<file path="config.mk">
export PLATFORM = sky130hd
export DESIGN_NAME = muldiv_seq_flat
export DESIGN_NICKNAME = d
export VERILOG_FILES = /design/src/rtl/muldiv_seq_if.sv /design/src/rtl/muldiv_seq.sv /design/src/flat_wrapper.sv
export SDC_FILE = /design/constraint.sdc
export NUM_CORES = 1
export LEC_CHECK = 0
export CORE_UTILIZATION = 52
export DETAILED_ROUTE_END_ITERATION = 10
export GPL_TIMING_DRIVEN = 0
export PLACE_DENSITY = 0.72
export SYNTH_ARGS = -nofsm -noshare
export SYNTH_HDL_FRONTEND = slang
export SYNTH_SLANG_ARGS = --single-unit
export TNS_END_PERCENT = 5
</file>
<file path="constraint.sdc">
create_clock -name clk -period 4.25 [get_ports clk]
set_input_delay 0.85 -clock clk [delete_from_list [all_inputs] [get_ports clk]]
set_output_delay 0.85 -clock clk [all_outputs]
set_load 0.02 [all_outputs]
</file>
<file path="src/rtl/muldiv_seq_if.sv">
// Request/response bundle between the execute stage and the HI/LO multiply/divide sequencer.
interface muldiv_seq_if #(
    parameter int WIDTH = 32
);
    logic             start;
    logic [2:0]       op;
    logic [WIDTH-1:0] in0;
    logic [WIDTH-1:0] in1;
    logic             busy;
    logic             done;
    logic [WIDTH-1:0] hi;
    logic [WIDTH-1:0] lo;

    modport master (
        output start, op, in0, in1,
        input  busy, done, hi, lo
    );

    modport slave (
        input  start, op, in0, in1,
        output busy, done, hi, lo
    );
endinterface

</file>
<file path="src/rtl/muldiv_seq.sv">
// Iterative shift-add multiply / restoring divide sequencer owning the MIPS HI/LO pair.
// Optional abort port is present when MULDIV_ABORT_EN is defined.
module muldiv_seq #(
    parameter int WIDTH = 32
) (
    input  logic       clk,
    input  logic       rst,
`ifdef MULDIV_ABORT_EN
    input  logic       abort,
`endif
    muldiv_seq_if.slave bus
);
    localparam int CW = $clog2(WIDTH);

    localparam logic [2:0] OP_MULT  = 3'd0;
    localparam logic [2:0] OP_MULTU = 3'd1;
    localparam logic [2:0] OP_DIV   = 3'd2;
    localparam logic [2:0] OP_DIVU  = 3'd3;
    localparam logic [2:0] OP_MTHI  = 3'd4;
    localparam logic [2:0] OP_MTLO  = 3'd5;

    typedef enum logic [1:0] {
        IDLE,
        PREP,
        CALC,
        FIX
    } state_t;

    state_t           state;
    logic             busy_q;
    logic             done_q;
    logic [WIDTH-1:0] hi_q;
    logic [WIDTH-1:0] lo_q;
    logic [CW-1:0]    cnt;
    logic             is_div;
    logic             is_signed;
    logic             neg_res;
    logic             neg_rem;
    logic             div_zero;
    logic [WIDTH-1:0] a_q;
    logic [WIDTH-1:0] b_q;
    logic [WIDTH-1:0] opnd;
    logic [WIDTH-1:0] acc_hi;
    logic [WIDTH-1:0] acc_lo;

    logic [WIDTH-1:0]   abs_a;
    logic [WIDTH-1:0]   abs_b;
    logic [WIDTH:0]     mul_sum;
    logic [WIDTH:0]     div_shift;
    logic [WIDTH+1:0]   div_diff;
    logic [2*WIDTH-1:0] prod_fix;
    logic [WIDTH-1:0]   quo_fix;
    logic [WIDTH-1:0]   rem_fix;

    // NOTE: every always_comb output gets a default first so no latch can be inferred.
    always_comb begin
        abs_a     = a_q;
        abs_b     = b_q;
        if (is_signed && a_q[WIDTH-1]) abs_a = -a_q;
        if (is_signed && b_q[WIDTH-1]) abs_b = -b_q;

        mul_sum   = {1'b0, acc_hi} + (acc_lo[0] ? {1'b0, opnd} : '0);

        // Restoring step: the divisor magnitude never exceeds WIDTH bits, so the
        // shifted partial remainder needs one extra bit and the trial one more for sign.
        div_shift = {acc_hi, acc_lo[WIDTH-1]};
        div_diff  = {1'b0, div_shift} - {2'b00, opnd};

        prod_fix  = {acc_hi, acc_lo};
        quo_fix   = acc_lo;
        rem_fix   = acc_hi;
        if (neg_res) begin
            prod_fix = -{acc_hi, acc_lo};
            quo_fix  = -acc_lo;
        end
        if (neg_rem) rem_fix = -acc_hi;
    end

    // NOTE: sequential state uses non-blocking assignments only, so every register
    // in this block sees pre-edge values regardless of statement order.
    always_ff @(posedge clk) begin
        if (rst) begin
            state     <= IDLE;
            busy_q    <= 1'b0;
            done_q    <= 1'b0;
            hi_q      <= '0;
            lo_q      <= '0;
            cnt       <= '0;
            is_div    <= 1'b0;
            is_signed <= 1'b0;
            neg_res   <= 1'b0;
            neg_rem   <= 1'b0;
            div_zero  <= 1'b0;
            a_q       <= '0;
            b_q       <= '0;
            opnd      <= '0;
            acc_hi    <= '0;
            acc_lo    <= '0;
        end
`ifdef MULDIV_ABORT_EN
        else if (abort) begin
            state  <= IDLE;
            busy_q <= 1'b0;
            done_q <= 1'b0;
        end
`endif
        else begin
            done_q <= 1'b0;
            unique case (state)
                IDLE: begin
                    if (bus.start) begin
                        case (bus.op)
                            OP_MULT, OP_MULTU, OP_DIV, OP_DIVU: begin
                                a_q       <= bus.in0;
                                b_q       <= bus.in1;
                                is_div    <= bus.op[1];
                                is_signed <= ~bus.op[0];
                                div_zero  <= 1'b0;
                                state     <= PREP;
                                busy_q    <= 1'b1;
                            end
                            OP_MTHI: hi_q <= bus.in0;
                            OP_MTLO: lo_q <= bus.in0;
                            default: ;
                        endcase
                    end
                end

                PREP: begin
                    neg_res <= is_signed & (a_q[WIDTH-1] ^ b_q[WIDTH-1]);
                    neg_rem <= is_signed & is_div & a_q[WIDTH-1];
                    acc_hi  <= '0;
                    acc_lo  <= is_div ? abs_a : abs_b;
                    opnd    <= is_div ? abs_b : abs_a;
                    if (is_div && b_q == '0) begin
                        div_zero <= 1'b1;
                        state    <= FIX;
                    end else begin
                        cnt   <= CW'(WIDTH - 1);
                        state <= CALC;
                    end
                end

                CALC: begin
                    if (is_div) begin
                        acc_hi <= div_diff[WIDTH+1] ? div_shift[WIDTH-1:0] : div_diff[WIDTH-1:0];
                        acc_lo <= {acc_lo[WIDTH-2:0], ~div_diff[WIDTH+1]};
                    end else begin
                        {acc_hi, acc_lo} <= {mul_sum, acc_lo[WIDTH-1:1]};
                    end
                    if (cnt == '0) state <= FIX;
                    else           cnt   <= cnt - 1'b1;
                end

                FIX: begin
                    if (div_zero) begin
                        hi_q <= a_q;
                        lo_q <= '1;
                    end else if (is_div) begin
                        hi_q <= rem_fix;
                        lo_q <= quo_fix;
                    end else begin
                        {hi_q, lo_q} <= prod_fix;
                    end
                    state  <= IDLE;
                    busy_q <= 1'b0;
                    done_q <= 1'b1;
                end

                default: begin
                    state  <= IDLE;
                    busy_q <= 1'b0;
                end
            endcase
        end
    end

    assign bus.busy = busy_q;
    assign bus.done = done_q;
    assign bus.hi   = hi_q;
    assign bus.lo   = lo_q;
endmodule

</file>
<file path="src/flat_wrapper.sv">
// flat-port wrapper written by rule: the top's interface ports become plain ports
module muldiv_seq_flat 
#(
    parameter int WIDTH = 32
)
  (clk, rst, bus_start, bus_op, bus_in0, bus_in1, bus_busy, bus_done, bus_hi, bus_lo);
  muldiv_seq_if #(.WIDTH(WIDTH)) bus_i ();
  input  logic clk;
  input  logic rst;
  input wire logic [$bits(bus_i.start)-1:0] bus_start;
  input wire logic [$bits(bus_i.op)-1:0] bus_op;
  input wire logic [$bits(bus_i.in0)-1:0] bus_in0;
  input wire logic [$bits(bus_i.in1)-1:0] bus_in1;
  output wire logic [$bits(bus_i.busy)-1:0] bus_busy;
  output wire logic [$bits(bus_i.done)-1:0] bus_done;
  output wire logic [$bits(bus_i.hi)-1:0] bus_hi;
  output wire logic [$bits(bus_i.lo)-1:0] bus_lo;
  assign bus_i.start = bus_start;
  assign bus_i.op = bus_op;
  assign bus_i.in0 = bus_in0;
  assign bus_i.in1 = bus_in1;
  assign bus_busy = bus_i.busy;
  assign bus_done = bus_i.done;
  assign bus_hi = bus_i.hi;
  assign bus_lo = bus_i.lo;
  muldiv_seq #(.WIDTH(WIDTH)) u_core (.clk(clk), .rst(rst), .bus(bus_i));
endmodule
</file>
Yosys cells after proc, flatten, opt, wreduce, memory -nomap -nowiden
Index checks and enable logic that the tools add are counted.
{ "word_totals": {"ff_bits": 238, "inputBits": 70, "word_cells": 103} }
{ "classes": {"n_addsub": 8, "n_eq_ne": 16, "mux": 39, "bitwise_logic": 6, "n_reduce_logical": 18} }
{ "op_table": {"columns": ["cell", "count"], "rows": [
  ["$mux W32", 18],
  ["$pmux W32 S2", 4],
  ["$neg A32 Y32", 4],
  ["$mux W64", 1],
  ["$neg A64 Y64", 1],
  ["$sub A33 B32 Y34", 1],
  ["$add A32 B33 Y33", 1],
  ["$logic_not A32 Y1", 1],
  ["$reduce_and A3 Y1", 6],
  ["$ne A2 B2 Y1 const B", 6],
  ["$mux W5", 2],
  ["$pmux W5 S2", 1],
  ["$pmux W2 S4", 1],
  ["$mux W1", 7],
  ["$eq A3 B2 Y1 const B", 2],
  ["$eq A3 B3 Y1 const B", 2],
  ["$mux W2", 3],
  ["$reduce_bool A2 Y1", 3],
  ["$logic_not A5 Y1", 1],
  ["$sub A5 B1 Y5 const B", 1],
  ["$eq A2 B2 Y1 const B", 2],
  ["$ne A2 B1 Y1 const B", 2],
  ["$pmux W1 S2", 2],
  ["$reduce_and A4 Y1", 1],
  ["other kinds (9)", 14]
]} }

Longest topological paths before layout
{ "depth": {"ltp_word": 5, "ltp_mapped": 13, "depth_no_buf": 12} }

Least setup slack after synthesis
OpenSTA, ideal clock, no wires.
{ "synth_path": {"path_kind": "reg-to-reg", "from": "register u_core.acc_lo[0]", "to": "register u_core.acc_hi[27]", "t_arrival_ns": 2.925, "t_required_ns": 4.163, "path_slack_ns": 1.238, "stages_incl_launch_ff": 13, "path_buffers": 1, "synth_period_minus_slack_ns": 3.012, "path_cell_list": "dfxtp_1 inv_1 buf_1 nor2_1 ha_1 a21oi_1 o21ai_0 or3b_2 o2111ai_1 a31oi_1 a211oi_1 mux2_2 o31ai_1"} }
{ "synth_between": {"elab_chain_len": 4} }
{ "synth_rtl": {"columns": ["element", "line", "text"], "rows": [
  ["start, declared", "muldiv_seq.sv:44", "logic [WIDTH-1:0] acc_lo;"],
  ["start signal, assigned", "muldiv_seq.sv:133", "acc_lo <= is_div ? abs_a : abs_b;"],
  ["start signal, assigned", "muldiv_seq.sv:147", "acc_lo <= {acc_lo[WIDTH-2:0], ~div_diff[WIDTH+1]};"],
  ["start signal, assigned", "muldiv_seq.sv:149", "{acc_hi, acc_lo} <= {mul_sum, acc_lo[WIDTH-1:1]};"],
  ["$mux W32", "muldiv_seq.sv:62", "mul_sum = {1'b0, acc_hi} + (acc_lo[0] ? {1'b0, opnd} : '0);"],
  ["$add A32 B33 Y33", "muldiv_seq.sv:62", null],
  ["$mux W32", "muldiv_seq.sv:145", "if (is_div) begin"],
  ["$pmux W32 S2", "muldiv_seq.sv:109", "unique case (state)"],
  ["end signal, assigned", "muldiv_seq.sv:146", "acc_hi <= div_diff[WIDTH+1] ? div_shift[WIDTH-1:0] : div_diff[WIDTH-1:0];"],
  ["end signal, assigned", "muldiv_seq.sv:149", null],
  ["end, declared", "muldiv_seq.sv:43", "logic [WIDTH-1:0] acc_hi;"]
]} }
Every way passes these cells.
A chain may end at the register's enable or synchronous reset.

Worst setup path after layout
{ "layout_path": {"from": "register u_core.acc_hi[15]", "to": "register u_core.acc_hi[7]"} }
{ "layout_between": {"elab_chain_len": 4} }
{ "layout_rtl": {"columns": ["element", "line", "text"], "rows": [
  ["$sub A33 B32 Y34", "muldiv_seq.sv:67", "div_diff = {1'b0, div_shift} - {2'b00, opnd};"],
  ["$mux W32", "muldiv_seq.sv:146", null],
  ["$mux W32", "muldiv_seq.sv:145", null],
  ["$pmux W32 S2", "muldiv_seq.sv:109", null]
]} }
Every way passes these cells.

==> impl_metrics.py <==
metrics = {
    "outcome": {
        "status": "finished, final reports clean",
    },
    "pwr": {
        "pwr-share-comb_pct": 51.3,
        "intPower_uw": 5850,
        "leakage_uw": 0.00799,
        "cellPowerDensity_mw_per_mm2": 545,
        "vdd.ir_drop.worst_mv": 0.432,
        "switching_share_pct": 48.1,
        "p_total_uw": 11300,
        "p_sw_uw": 5420,
        "power_frac_clock_pct": 23.3,
        "seqPwrFrac_pct": 25.3,
    },
    "worst_setup_path": {
        "r2r_end": "u_core.acc_hi[7]",
        "reg2reg_depth": 13,
        "end_kind": "flip-flop",
        "critical_path_arrival_ns": 4.74,
        "reg2reg_slack_ns": 0.009,
        "cp-start-kind": "flip-flop",
        "path_class": "flip-flop to flip-flop",
        "path_max_fanout": 10,
        "worstSetupStartpoint": "u_core.acc_hi[15]",
        "setup.worst_path.end": "u_core.acc_hi[7]",
        "timing.rr.start": "u_core.acc_hi[15]",
        "crit_required_ns": 4.75,
    },
    "synth": {
        "syn-num-nets": 2550,
        "synthTopCellsByArea": "dfxtp_1 (27%), nand2_1 (7.3%), a21oi_1 (6.8%)",
        "netlist_instances": 2404,
        "synth_top_cell_area_share_pct": 26.9,
        "synthArstFlopShare_pct": 0,
        "synth-edff-count": 0,
        "ys.flop_type": "dfxtp_1",
        "yosysWarnings": 0,
        "yosys_register_bits": 238,
        "avgSynthCellArea_um2": 7.36,
        "synth.largest_area_cell": "dfxtp_1",
        "syn-cell-area_mm2": 0.0177,
        "ys_seq_area_share_pct": 26.9,
        "synth_cell_types": 81,
    },
    "sta": {
        "rsz0062_at_grt": "yes",
        "setup_viol": 0,
        "finalCriticalPeriod_ns": 4.24,
        "max_clock_freq_ghz": 0.236,
        "hold_viol": 0,
        "maxSlewHeadroom_pct": 13.7,
        "worst_slew_pin_slew_ns": 1.29,
        "final-max-slew-violation-count": 0,
        "skew_ns": 0.0270,
        "period_share_pct": 99.8,
    },
    "layout": {
        "layout_commonest_cell": "nand2_1",
        "nNetsFinal": 2717,
        "stdcell_count": 3042,
        "drive_gt1_share_pct": 4.17,
        "final_core_util_pct": 61.6,
        "layout_common_cells": "nand2_1 (342), nor2_1 (252), a21oi_1 (239), dfxtp_1 (236), clkbuf_1 (148)",
        "synthToLayoutAreaGrowth_pct": 16.7,
    },
    "route": {
        "drc": 0,
        "avgRoutedWirePerCell_um": 26.6,
        "dr_total_vias": 20710,
        "routed_wl_um": 81000,
        "postRouteAntennaNets": 0,
        "first_pass_iters": 6,
        "via_per_inst": 6.81,
        "drt_iter0_drc": 3335,
    },
    "placement": {
        "place_hpwl_um": 63900,
        "place.gp.congestion": 1.12,
        "portBuffers": 135,
        "numPlacedInstances": 2987,
    },
    "job": {
        "maxCapViolCount": 0,
    },
    "grt": {
        "grtUsageTotal_pct": 45.3,
        "grt_max_degree": 15,
        "grt_antenna_before_repair": 2,
        "grt_pass1_vias": 19267,
        "grt_pass1_wl_um": 119000,
        "gr-total-overflow": 0,
    },
    "floorplanning": {
        "io-pin-count": 136,
        "fp.dieW_um": 186,
        "placementRows": 67,
        "die_height_um": 186,
        "fp.dieArea_mm2": 0.0348,
        "start_util_pct": 52.8,
        "core_area_mm2": 0.0335,
    },
    "clock_tree": {
        "cts_buffers": 28,
        "max-clock-path-buffers": 3,
        "cts-root-buf": "clkbuf_16",
        "clkTransAtPathRegs_ns": 0.07,
        "cts_tree": "done",
        "postCtsHoldBufs": 0,
        "cts_sinks": 238,
        "cts.htree.levels": 1,
        "clock_latency_ns": 0.59,
    },
    "min_path": {
        "hold_path.class": "flip-flop to flip-flop",
    },
}
## layer usage
metal  track usage [%]  share of wire [%]  vias up
met2              64.7                 40     1602
met1              61.9                 40     9758
met3              12.9                 14      311
li1                  -                  -     9037
met5                 0              0.021        -
met4              23.0                6.0        2
## worst max-delay path: stages (launching register included)
cell and delay [ns]:
dfxtp_1 0.63, ha_1 0.31, clkbuf_1 0.20, nand2_1 0.13, nor2_1 0.09, or2_2 0.35
o21ai_1 0.47, o211ai_1 0.19, buf_4 0.21, nand2_1 0.33, buf_2 0.45, clkbuf_2 0.44
a21oi_1 0.14, o21ai_0 0.20
## logic make-up after synthesis
| logic type | share of synthesized area, % |
|---|---|
| flip-flops | 26.9 |
| XOR/XNOR | 7.38 |
| buffers and inverters | 5.24 |
| adder cells (fa/ha/maj) | 5.46 |
| AND/OR/NAND/NOR | 23.1 |
| multiplexers | 5.22 |
| AO/OA/AOI/OAI | 26.7 |
## metrics by stage
step                setup TNS [ns]  area (um^2)  setup WS (ns)  hold slack, ns
finish                           0        20600        0.00873           0.458
detailed placement           -8.24        19600         -0.720           0.448
floorplan                        0        17700           1.24           0.436
CTS                              0        20600         0.0233           0.459
global route               -0.0255        20600        -0.0255           0.475
global placement             -8.14        19600         -0.710           0.437
## synth_stat cells (11+ instances only)
library cell,instances
nand2_1,342
nor2_1,252
a21oi_1,239
dfxtp_1,238
clkbuf_1,150
o21ai_0,135
xnor2_1,82
inv_1,76
ha_1,74
xor2_1,67
nor3_1,61
mux2i_1,54
a211oi_1,43
a21o_1,40
nand3_1,34
o211ai_1,34
nand2b_1,29
o31ai_1,28
a31oi_1,27
o221ai_1,26
nor2b_1,24
and3_1,23
a22oi_1,21
nor4_1,20
or3_1,20
or4_1,20
a311oi_1,19
buf_1,17
mux4_2,13
nand4_1,13
o21a_1,12
o22ai_1,11
## flip-flops by register name (all words and copies together), names as in the netlist, 2 cells and up
register	cells
u_core.a_q	32
u_core.acc_hi	32
u_core.acc_lo	32
u_core.b_q	32
u_core.bus.hi	32
u_core.bus.lo	32
u_core.opnd	32
u_core.cnt	5
u_core.state	2
## what timing repair did
item                                    4_1_cts  5_1_grt
pin swaps                                     1        0
endpoints found under the setup margin       18       27
setup buffers                                 2        0
resized for setup                             5       16
## final cells by class
type	count	area (um^2)
multi-input combinational	1921	12000
fill	3056	12900
clock inverter	20	234
clock buffer	32	746
timing repair buffer	137	1370
tap	448	561
inverter	77	289
sequential	238	4770
buffer	168	647
antenna	1	2.50
## worst min path at each step
stage / to / cells past startpoint / slack (ns) / from
after global routing: u_core.bus.lo[1] / 2 / 0.48 / u_core.bus.lo[1]
final: u_core.bus.hi[24] / 2 / 0.46 / u_core.bus.hi[24]
after global placement: u_core.bus.hi[24] / 2 / 0.44 / u_core.bus.hi[24]
after detailed placement: u_core.bus.hi[24] / 2 / 0.45 / u_core.bus.hi[24]
after CTS: u_core.bus.lo[11] / 2 / 0.46 / u_core.bus.lo[11]
after floorplan: u_core.b_q[25] / 2 / 0.44 / u_core.b_q[25]
## power groups by stage
stage	clock (uW)	sequential [uW]	combinational, uW
2_1_floorplan	0	2800	3440
3_3_place_gp	0	2860	5260
3_5_place_dp	0	2870	5320
4_1_cts	2590	2820	5420
5_1_grt	2670	2870	6020
6_report	2630	2860	5780
Note: power is estimated with default switching activity, not from simulation.
